`src/rtl/change_event_logger_pkg.sv`:
```
`default_nettype none
// ============================================================================
//  Module      : change_event_logger_pkg
//  Description : Shared definitions for the change event logger. Holds the
//                default sizes, the event-word width helper and the field
//                packing/unpacking helpers used by the top and its FIFO.
//  Revision    : 1.0  initial release
// ============================================================================
package change_event_logger_pkg;

  localparam int TS_WIDTH_DEFAULT   = 16;
  localparam int DEPTH_DEFAULT      = 4;
  localparam int DROP_WIDTH_DEFAULT = 8;

  // An event word is {value, time}: the value bit sits at the MSB and the
  // timestamp occupies the low ts_width bits.
  function automatic int event_w(input int ts_width);
    return 1 + ts_width;
  endfunction

  function automatic int value_bit(input int ts_width);
    return ts_width;
  endfunction

endpackage : change_event_logger_pkg
`default_nettype wire

```
`src/rtl/change_event_logger_sync_fifo.sv`:
```
`default_nettype none
// ============================================================================
//  Module      : sync_fifo
//  Description : Single-clock first-word-fall-through FIFO. The head entry is
//                visible on pop_data whenever the FIFO is non-empty and reads
//                as zero when empty. A push while full is accepted only when
//                a pop happens on the same edge.
//  Revision    : 1.0  initial release
// ============================================================================
module sync_fifo #(
  parameter int WIDTH = 17,
  parameter int DEPTH = 4,
  localparam int AW   = $clog2(DEPTH),
  localparam int LW   = AW + 1
) (
  input  logic             clk,
  input  logic             rst_n,
  input  logic             push,
  input  logic [WIDTH-1:0] push_data,
  input  logic             pop,
  output logic [WIDTH-1:0] pop_data,
  output logic             full,
  output logic             empty,
  output logic [LW-1:0]    level
);

  logic [WIDTH-1:0] mem [DEPTH];
  logic [AW-1:0]    wr_ptr;
  logic [AW-1:0]    rd_ptr;
  logic [LW-1:0]    count;
  logic             do_push;
  logic             do_pop;

  // Pop only when there is something to pop; a full FIFO takes a push only
  // if the head is leaving on the same edge.
  always_comb begin
    empty    = (count == '0);
    full     = (count == LW'(DEPTH));
    do_pop   = pop && !empty;
    do_push  = push && (!full || do_pop);
    level    = count;
    pop_data = empty ? '0 : mem[rd_ptr];
  end

  // Storage carries no reset: emptiness is tracked by count alone.
  always_ff @(posedge clk) begin
    if (do_push) begin
      mem[wr_ptr] <= push_data;
    end
  end

  // Pointers wrap naturally because DEPTH is a power of two.
  always_ff @(posedge clk or negedge rst_n) begin
    if (!rst_n) begin
      wr_ptr <= '0;
      rd_ptr <= '0;
      count  <= '0;
    end else begin
      if (do_push) begin
        wr_ptr <= wr_ptr + 1'b1;
      end
      if (do_pop) begin
        rd_ptr <= rd_ptr + 1'b1;
      end
      case ({do_push, do_pop})
        2'b10:   count <= count + 1'b1;
        2'b01:   count <= count - 1'b1;
        default: count <= count;
      endcase
    end
  end

endmodule : sync_fifo
`default_nettype wire

```
`src/rtl/change_event_logger.sv`:
```
`default_nettype none
// ============================================================================
//  Module      : change_event_logger
//  Description : Samples a 1-bit result every enabled cycle, timestamps each
//                change of value and queues it in a small FWFT FIFO that is
//                drained through a valid/ready stream. Changes that find the
//                FIFO full are counted in a saturating drop counter.
//  Revision    : 1.0  initial release
// ============================================================================
module change_event_logger
  import change_event_logger_pkg::*;
#(
  parameter int TS_WIDTH   = TS_WIDTH_DEFAULT,
  parameter int DEPTH      = DEPTH_DEFAULT,
  parameter int DROP_WIDTH = DROP_WIDTH_DEFAULT,
  localparam int LW        = $clog2(DEPTH) + 1
) (
  input  logic                  clk,
  input  logic                  rst_n,
  input  logic                  en,
  input  logic                  z_in,
  output logic                  ev_valid,
  input  logic                  ev_ready,
  output logic                  ev_value,
  output logic [TS_WIDTH-1:0]   ev_time,
  output logic [DROP_WIDTH-1:0] drop_cnt,
  output logic [LW-1:0]         fifo_level
);

  localparam int EVENT_W = event_w(TS_WIDTH);
  localparam int VAL_BIT = value_bit(TS_WIDTH);

  logic [TS_WIDTH-1:0] ts;
  logic                primed;
  logic                z_last;
  logic                push_req;
  logic                pop_req;
  logic                fifo_full;
  logic                fifo_empty;
  logic                drop;
  logic [EVENT_W-1:0]  push_data;
  logic [EVENT_W-1:0]  head;

  // A change is only meaningful once the first enabled sample has primed
  // z_last; the event carries the timestamp before this edge's increment.
  always_comb begin
    push_req  = en && primed && (z_in != z_last);
    pop_req   = ev_valid && ev_ready;
    drop      = push_req && fifo_full && !pop_req;
    push_data = {z_in, ts};
    ev_valid  = !fifo_empty;
    ev_value  = head[VAL_BIT];
    ev_time   = head[TS_WIDTH-1:0];
  end

  // Timestamp, priming and last-seen value all freeze while en is low;
  // z_last follows the input even when the event itself is dropped.
  always_ff @(posedge clk or negedge rst_n) begin
    if (!rst_n) begin
      ts     <= '0;
      primed <= 1'b0;
      z_last <= 1'b0;
    end else if (en) begin
      ts     <= ts + 1'b1;
      primed <= 1'b1;
      z_last <= z_in;
    end
  end

  // Lost events are counted up to all-ones and then held.
  always_ff @(posedge clk or negedge rst_n) begin
    if (!rst_n) begin
      drop_cnt <= '0;
    end else if (drop && (drop_cnt != {DROP_WIDTH{1'b1}})) begin
      drop_cnt <= drop_cnt + 1'b1;
    end
  end

  sync_fifo #(
    .WIDTH (EVENT_W),
    .DEPTH (DEPTH)
  ) u_fifo (
    .clk       (clk),
    .rst_n     (rst_n),
    .push      (push_req),
    .push_data (push_data),
    .pop       (pop_req),
    .pop_data  (head),
    .full      (fifo_full),
    .empty     (fifo_empty),
    .level     (fifo_level)
  );

endmodule : change_event_logger
`default_nettype wire

```
`config.mk`:
```
export PLATFORM = sky130hd
export DESIGN_NAME = change_event_logger
export DESIGN_NICKNAME = d
export VERILOG_FILES = /design/src/rtl/change_event_logger_pkg.sv /design/src/rtl/change_event_logger_sync_fifo.sv /design/src/rtl/change_event_logger.sv
export SDC_FILE = /design/constraint.sdc
export NUM_CORES = 1
export LEC_CHECK = 0
export CAP_MARGIN = 20
export CORE_MARGIN = 4
export CORE_UTILIZATION = 62
export CTS_BUF_LIST = sky130_fd_sc_hd__clkbuf_16
export CTS_CLUSTER_SIZE = 40
export DETAILED_ROUTE_END_ITERATION = 7
export GPL_TIMING_DRIVEN = 0
export HOLD_SLACK_MARGIN = 0.05
export PLACE_DENSITY = 0.84
export SLEW_MARGIN = 25
export SYNTH_ARGS = -nofsm -noshare
export SYNTH_HDL_FRONTEND = slang
export SYNTH_HIERARCHICAL = 1
export SYNTH_SLANG_ARGS = --single-unit
export TNS_END_PERCENT = 100
```
`constraint.sdc`:
```
create_clock -name clk -period 5.5 [get_ports clk]
set_input_delay 0.825 -clock clk [delete_from_list [all_inputs] [get_ports clk]]
set_output_delay 0.825 -clock clk [all_outputs]
set_load 0.01 [all_outputs]
```
==> metrics.cfg, run 1 <==
[sta]
fin_worst_skew_ns = 0.00628
whs_ns = 0.428
max_freq_mhz = 319
tightest_slew_ns = 0.512
rsz0062_at_grt = false
setup_viol = 0
period_minus_slack_ns = 3.13
worst_slack_ns = 2.37
drv_slew = 0
relSlewSlack_pct = 65.9
finalCritPeriodShare_pct = 57.0
finalHoldViolCount = 0
fin_setup_tns_ns = 0

[clocking]
cts_max_level = 3
cts_root_buf = clkbuf_16
cts_hold_repair.buffers = 0
clk_pin_slew_worst_paths_ns = 0.06
clock_latency_ns = 0.33
postCtsSetupBuffers = 0
cts_buffer_depth = 2
cts_buffers = 9
cts_resized = 0
cts_tree = done
cts.sinks = 101

[power_and_ir_drop]
power_leakage_nw = 1.95
p_per_area_nw_per_um2 = 493
power_mw = 2.50
ir_worst_vdd_v = 0.000332

[yosys]
syn-num-nets = 279
syn_inst = 267
ys_seq_area_share_pct = 66.3
ys_warn_count = 6
netlist_area_um2 = 4330
avgSynthCellArea_um2 = 16.2
yosys_register_bits = 101
synth_cell_type_count = 42

[global_route]
antenna_found_initial = 0
grt.total_usage_pct = 19.9
grt_pass1_wl_um = 12700
grt_max_degree = 19
grt_overflow = 0
grt_pass1_vias = 2423

[floorplanning]
initial_core_util_pct = 63.7
pin_count = 34
core_um2 = 6790
die_w_um = 91.6
dieArea_um2 = 8380
num_rows = 30
die_h_um = 91.6

[worst_setup_path]
worstSetupEndpointType = output port
cp_max_fo = 10
crit_required_ns = 4.68
start_kind = flop
path_class = reg2out
crit_arrival_ns = 2.31

[detailed_routing]
dr.pass1.iters = 4
ant_nets = 0
drt_iter0_markers = 84
num_vias = 2282
drc_errors = 0
via_per_inst = 5.54
wirelength_um = 7490
routedWlPerCell_um = 18.2

[min_path]
hp-class = in2async

[flow_run]
drv_cap = 0

[finish]
layout_commonest_cell = edfxtp_1
nNetsFinal = 323
stdcell_count = 412
layout_common_cells = edfxtp_1, dfrtp_1, clkdlybuf4s50_1
layout-drive-gt1-share_pct = 19.9
area_growth_pct = 17.3
diodes = 0
nFillCells = 407

[placement]
port_buffers = 32
place_inst = 396
gp_congestion = 0.737
dpl.hpwl_um = 4820
preCtsSetupSlack_ns = 2.23

[status]
outcome = finished, final reports clean

==> per-layer routing <==
layer  vias up  track usage (%)  part of all wire, %
met5         -                0                    0
met4         0             6.78                 0.84
met3         4             3.73                  3.8
met2        41             33.0                   53
met1      1166             26.6                   43
li1       1071                -                    -
==> registers in the layout (all words and copies together) (netlist names) <==
signal / flops
drop_cnt: 8
primed: 1
u_fifo/wr_ptr: 2
u_fifo/level: 3
z_last: 1
ts: 16
u_fifo/rd_ptr: 2
u_fifo/mem: 68
==> Yosys cell counts <==
cell type | instances | area share [%]
nor2b_1 | 4 | 0.58
a22oi_1 | 1 | 0.17
or2_2 | 1 | 0.14
a221o_1 | 1 | 0.23
fa_1 | 1 | 0.46
buf_2 | 3 | 0.35
o21ai_0 | 2 | 0.23
clkbuf_1 | 2 | 0.17
or3b_1 | 1 | 0.20
mux2_4 | 1 | 0.35
buf_4 | 2 | 0.35
nor3_2 | 5 | 1.2
and2_2 | 4 | 0.69
nand2b_1 | 1 | 0.14
mux2_1 | 4 | 1.0
and2_1 | 17 | 2.5
nor3_1 | 1 | 0.12
nor2_2 | 2 | 0.29
o211ai_1 | 2 | 0.35
o21a_4 | 1 | 0.35
nand4_1 | 4 | 0.58
dfrtp_1 | 33 | 19
o32ai_1 | 1 | 0.20
and3_1 | 4 | 0.58
nand2_1 | 12 | 1.0
edfxtp_1 | 68 | 47
nand4_2 | 2 | 0.58
inv_1 | 10 | 0.87
nand3b_1 | 1 | 0.17
nand4bb_1 | 1 | 0.26
xnor2_1 | 13 | 2.6
mux2_2 | 2 | 0.52
nor2_1 | 8 | 0.69
nand2_2 | 1 | 0.14
o21ba_2 | 1 | 0.23
nor3b_2 | 1 | 0.29
ha_1 | 6 | 1.7
nand3_1 | 10 | 1.2
mux4_2 | 17 | 8.8
xor2_1 | 12 | 2.4
buf_6 | 3 | 0.78
or3_2 | 1 | 0.17
==> cells by family (layout without fill, tap and decap cells) <==
| family | after synthesis | after routing | share of synthesized area [%] |
|---|---|---|---|
| adders and majority gates | 7 | 7 | 2.20 |
| muxes | 24 | 24 | 10.8 |
| xor gates and xnor gates | 25 | 25 | 5.06 |
| AOI/OAI and AO/OA | 9 | 9 | 1.76 |
| and+or+nand+nor | 81 | 81 | 11.4 |
| buffers and inverters | 20 | 69 | 2.52 |
| DFF | 101 | 101 | 66.3 |
==> final timing paths <==
path	depth (start not counted)	slack, ns	from	endpoint
max	4	2.37	u_fifo/level[0]	ev_time[0]
min	1	0.43	rst_n	u_fifo/level[1]
max reg2reg	10	2.75	u_fifo/level[0]	u_fifo/level[1]
min reg2reg	1	0.49	primed	primed
max in group asynchronous	2	4.63	rst_n	ts[15]
min in group clk	1	0.49	primed	primed
==> stage by stage <==
step,instance area [um2],utilization [%]
after floorplan,4330,-
after global placement,4770,70.2
after detailed placement,4790,70.5
after CTS,5070,74.7
after global routing,5070,74.7
final,5070,74.7
==> layout make-up <==
cell class	count	area [um2]	share of cell area, %
Timing Repair Buffer	33	343	6.76
Clock inverter	6	33.8	0.666
Clock buffer	10	250	4.93
Sequential cell	101	2870	56.5
Buffer	10	71.3	1.41
Tap cell	96	120	2.37
Inverter	10	37.5	0.740
Multi-Input combinational cell	146	1350	26.6
==> worst max-delay path: stages, from the launching register on <==
cell,delay (ns)
dfrtp_1,0.46
or3_2,0.53
clkbuf_1,0.27
and2_1,0.24
clkdlybuf4s50_1,0.48
==> power by group <==
part | total (mW) | leakage, nW | internal (mW) | switching [mW]
registers | 1.07 | 1.08 | 0.958 | 0.109
logic | 0.843 | 0.721 | 0.460 | 0.383
clock network | 0.592 | 0.147 | 0.332 | 0.260
Power figures use the tool's default switching activity.
==> run 2, diff against run 1 <==
CORE_UTILIZATION = 58   (was 62)
PLACE_DENSITY = 0.79   (was 0.84)
clock period = 3.05 ns   (was 5.5 ns; I/O delays follow)
==> run 2 against run 1 <==
Total power rose by 88%. Design area grew 1.4%. Non-clock buffer count is 1 higher. Critical endpoint is now ev_time[5]. Largest cell class unchanged. Highest routed layer unchanged.
==> metrics.cfg, run 2 (synthesis gave the netlist of run 1 again) <==
[status]
outcome = finished, final reports clean  ; unchanged

[clocking]
clk_pin_slew_worst_paths_ns = 0.07  ; was 0.06 ns
cts_root_buf = clkbuf_16  ; unchanged
clock_latency_ns = 0.33  ; about the same
cts_resized = 0  ; unchanged
cts_max_level = 3  ; unchanged
cts_tree = done  ; unchanged
cts_buffers = 9  ; unchanged
cts.sinks = 101  ; unchanged
cts_buffer_depth = 2  ; unchanged

[sta]
max_freq_mhz = 363
whs_ns = 0.346  ; was 0.428 ns
finalCritPeriodShare_pct = 90.3
relSlewSlack_pct = 66.3  ; was 65.9%
fin_worst_skew_ns = 0.00569  ; was 0.00628 ns
rsz0062_at_grt = false  ; unchanged
drv_slew = 0  ; unchanged
setup_viol = 0  ; unchanged
fin_setup_tns_ns = 0  ; unchanged
worst_slack_ns = 0.295  ; was 2.37 ns
tightest_slew_ns = 0.505  ; was 0.512 ns
finalHoldViolCount = 0  ; unchanged
period_minus_slack_ns = 2.76

[power_and_ir_drop]
ir_worst_vdd_v = 0.000556  ; was 0.000332 V
power_mw = 4.71  ; was 2.50 mW
power_leakage_nw = 1.96  ; was 1.95 nW
p_per_area_nw_per_um2 = 915  ; was 493 nW/um2

[global_route]
antenna_found_initial = 0  ; unchanged
grt_overflow = 0  ; unchanged
grt_max_degree = 21  ; was 19
grt_pass1_vias = 2372  ; was 2423
grt.total_usage_pct = 18.7  ; was 19.9%
grt_pass1_wl_um = 12100  ; was 12700 um

[detailed_routing]
via_per_inst = 5.41  ; was 5.54
ant_nets = 0  ; unchanged
wirelength_um = 7390  ; was 7490 um
drt_iter0_markers = 116  ; was 84
routedWlPerCell_um = 17.8  ; was 18.2 um
drc_errors = 0  ; unchanged
dr.pass1.iters = 4  ; unchanged
num_vias = 2250  ; was 2282

[placement]
port_buffers = 32  ; unchanged
place_inst = 399  ; was 396
dpl.hpwl_um = 4850  ; was 4820 um
preCtsSetupSlack_ns = 0.128  ; was 2.23 ns
gp_congestion = 0.805  ; was 0.737

[floorplanning]
core_um2 = 7250  ; was 6790 um2
num_rows = 31  ; was 30
initial_core_util_pct = 59.7  ; was 63.7%
die_h_um = 94.4  ; was 91.6 um
die_w_um = 94.4  ; was 91.6 um
pin_count = 34  ; unchanged
dieArea_um2 = 8910  ; was 8380 um2

[finish]
reg_top3 = u_fifo/mem: 68 flops, ts: 16 flops, drop_cnt: 8 flops  ; unchanged
nNetsFinal = 324  ; was 323
layout_common_cells = edfxtp_1, dfrtp_1, clkdlybuf4s50_1  ; unchanged
layout-drive-gt1-share_pct = 20.2  ; was 19.9%
diodes = 0  ; unchanged
area_growth_pct = 18.8  ; was 17.3%
layout_commonest_cell = edfxtp_1  ; unchanged
stdcell_count = 416  ; was 412
top_register = u_fifo/mem  ; unchanged
largest_reg_flops = 68  ; unchanged

[min_path]
hp-class = in2reg  ; was in2async
hold_start = en
worstHoldPathCells = 2
hold_path_end = ts[0]

[worst_setup_path]
rr_startpoint = u_fifo/level[1]  ; was u_fifo/level[0]
path_class = reg2out  ; unchanged
crit_required_ns = 2.59  ; was 4.68 ns
r2r_cells = 10  ; unchanged
start_kind = flop  ; unchanged
r2r_end = u_fifo/level[1]  ; unchanged
r2r_slack_ns = 0.33  ; was 2.75 ns
cp_max_fo = 10  ; unchanged
crit_arrival_ns = 2.30  ; was 2.31 ns
worstSetupEndpointType = output port  ; unchanged

[flow_run]
drv_cap = 0  ; unchanged

## run 2: cell count changes in the layout (fill, tap and decap cells not counted)
cell / before / now
clkinvlp_4: 0 / 2
dlygate4sd3_1: 0 / 1
inv_1: 11 / 10
bufinv_16: 0 / 3
inv_4: 2 / 0
inv_6: 1 / 0
clkbuf_16: 10 / 9
## run 2: final cells by class
class	instances	area [um2]
Sequential cell	101	2870
Fill cell	494	2110
Multi-Input combinational cell	146	1350
Timing Repair Buffer	34	353
Clock buffer	9	225
Tap cell	99	124
Clock inverter	7	114
Buffer	10	71.3
Inverter	10	37.5
## run 2: where the power goes
part	total (mW)	internal (mW)	switching, mW
Clock	1.25	0.796	0.458
Sequential	1.92	1.73	0.190
Combinational	1.53	0.836	0.695
## run 2: repair_timing
action / in CTS / in global routing
hold buffers: 1 / 0
hold endpoints to repair: 13 / 0
setup buffers: 0 / 0
## run 2: routing by layer
layer,track usage [%],vias up,wire (um)
met4,7.22,0,110
met2,31.0,54,3800
met5,0,-,0
met3,2.87,9,344
met1,25.1,1120,3140
li1,-,1067,-
## run 2: critical path, cell delays in order (launching register included)
cell and delay, ns:
dfrtp_1 0.44, or3_2 0.53, clkbuf_1 0.27, and2_1 0.24
clkdlybuf4s50_1 0.48
## run 2: worst max-delay path by stage
| stage | depth (start not counted) | to | start |
|---|---|---|---|
| floorplan | 10 | u_fifo/level[1] | u_fifo/level[0] |
| global placement | 10 | u_fifo/level[1] | z_in |
| detailed placement | 10 | u_fifo/level[1] | z_in |
| CTS | 5 | ev_time[13] | u_fifo/rd_ptr[0] |
| global route | 10 | u_fifo/level[1] | u_fifo/level[2] |
| finish | 4 | ev_time[5] | u_fifo/level[0] |
## run 2: metrics by stage
step	area [um2]	utilization, %
after global placement	4770	65.8
after floorplan	4330	-
after CTS	5140	70.9
after global routing	5140	70.9
after detailed placement	4790	66.1
final	5140	70.9
==> run 3, diff against run 2 <==
RECOVER_POWER = 25   (was default)
==> results of run 3 <==
Same layout as run 2: the final DEF is identical, and so are final timing and power.
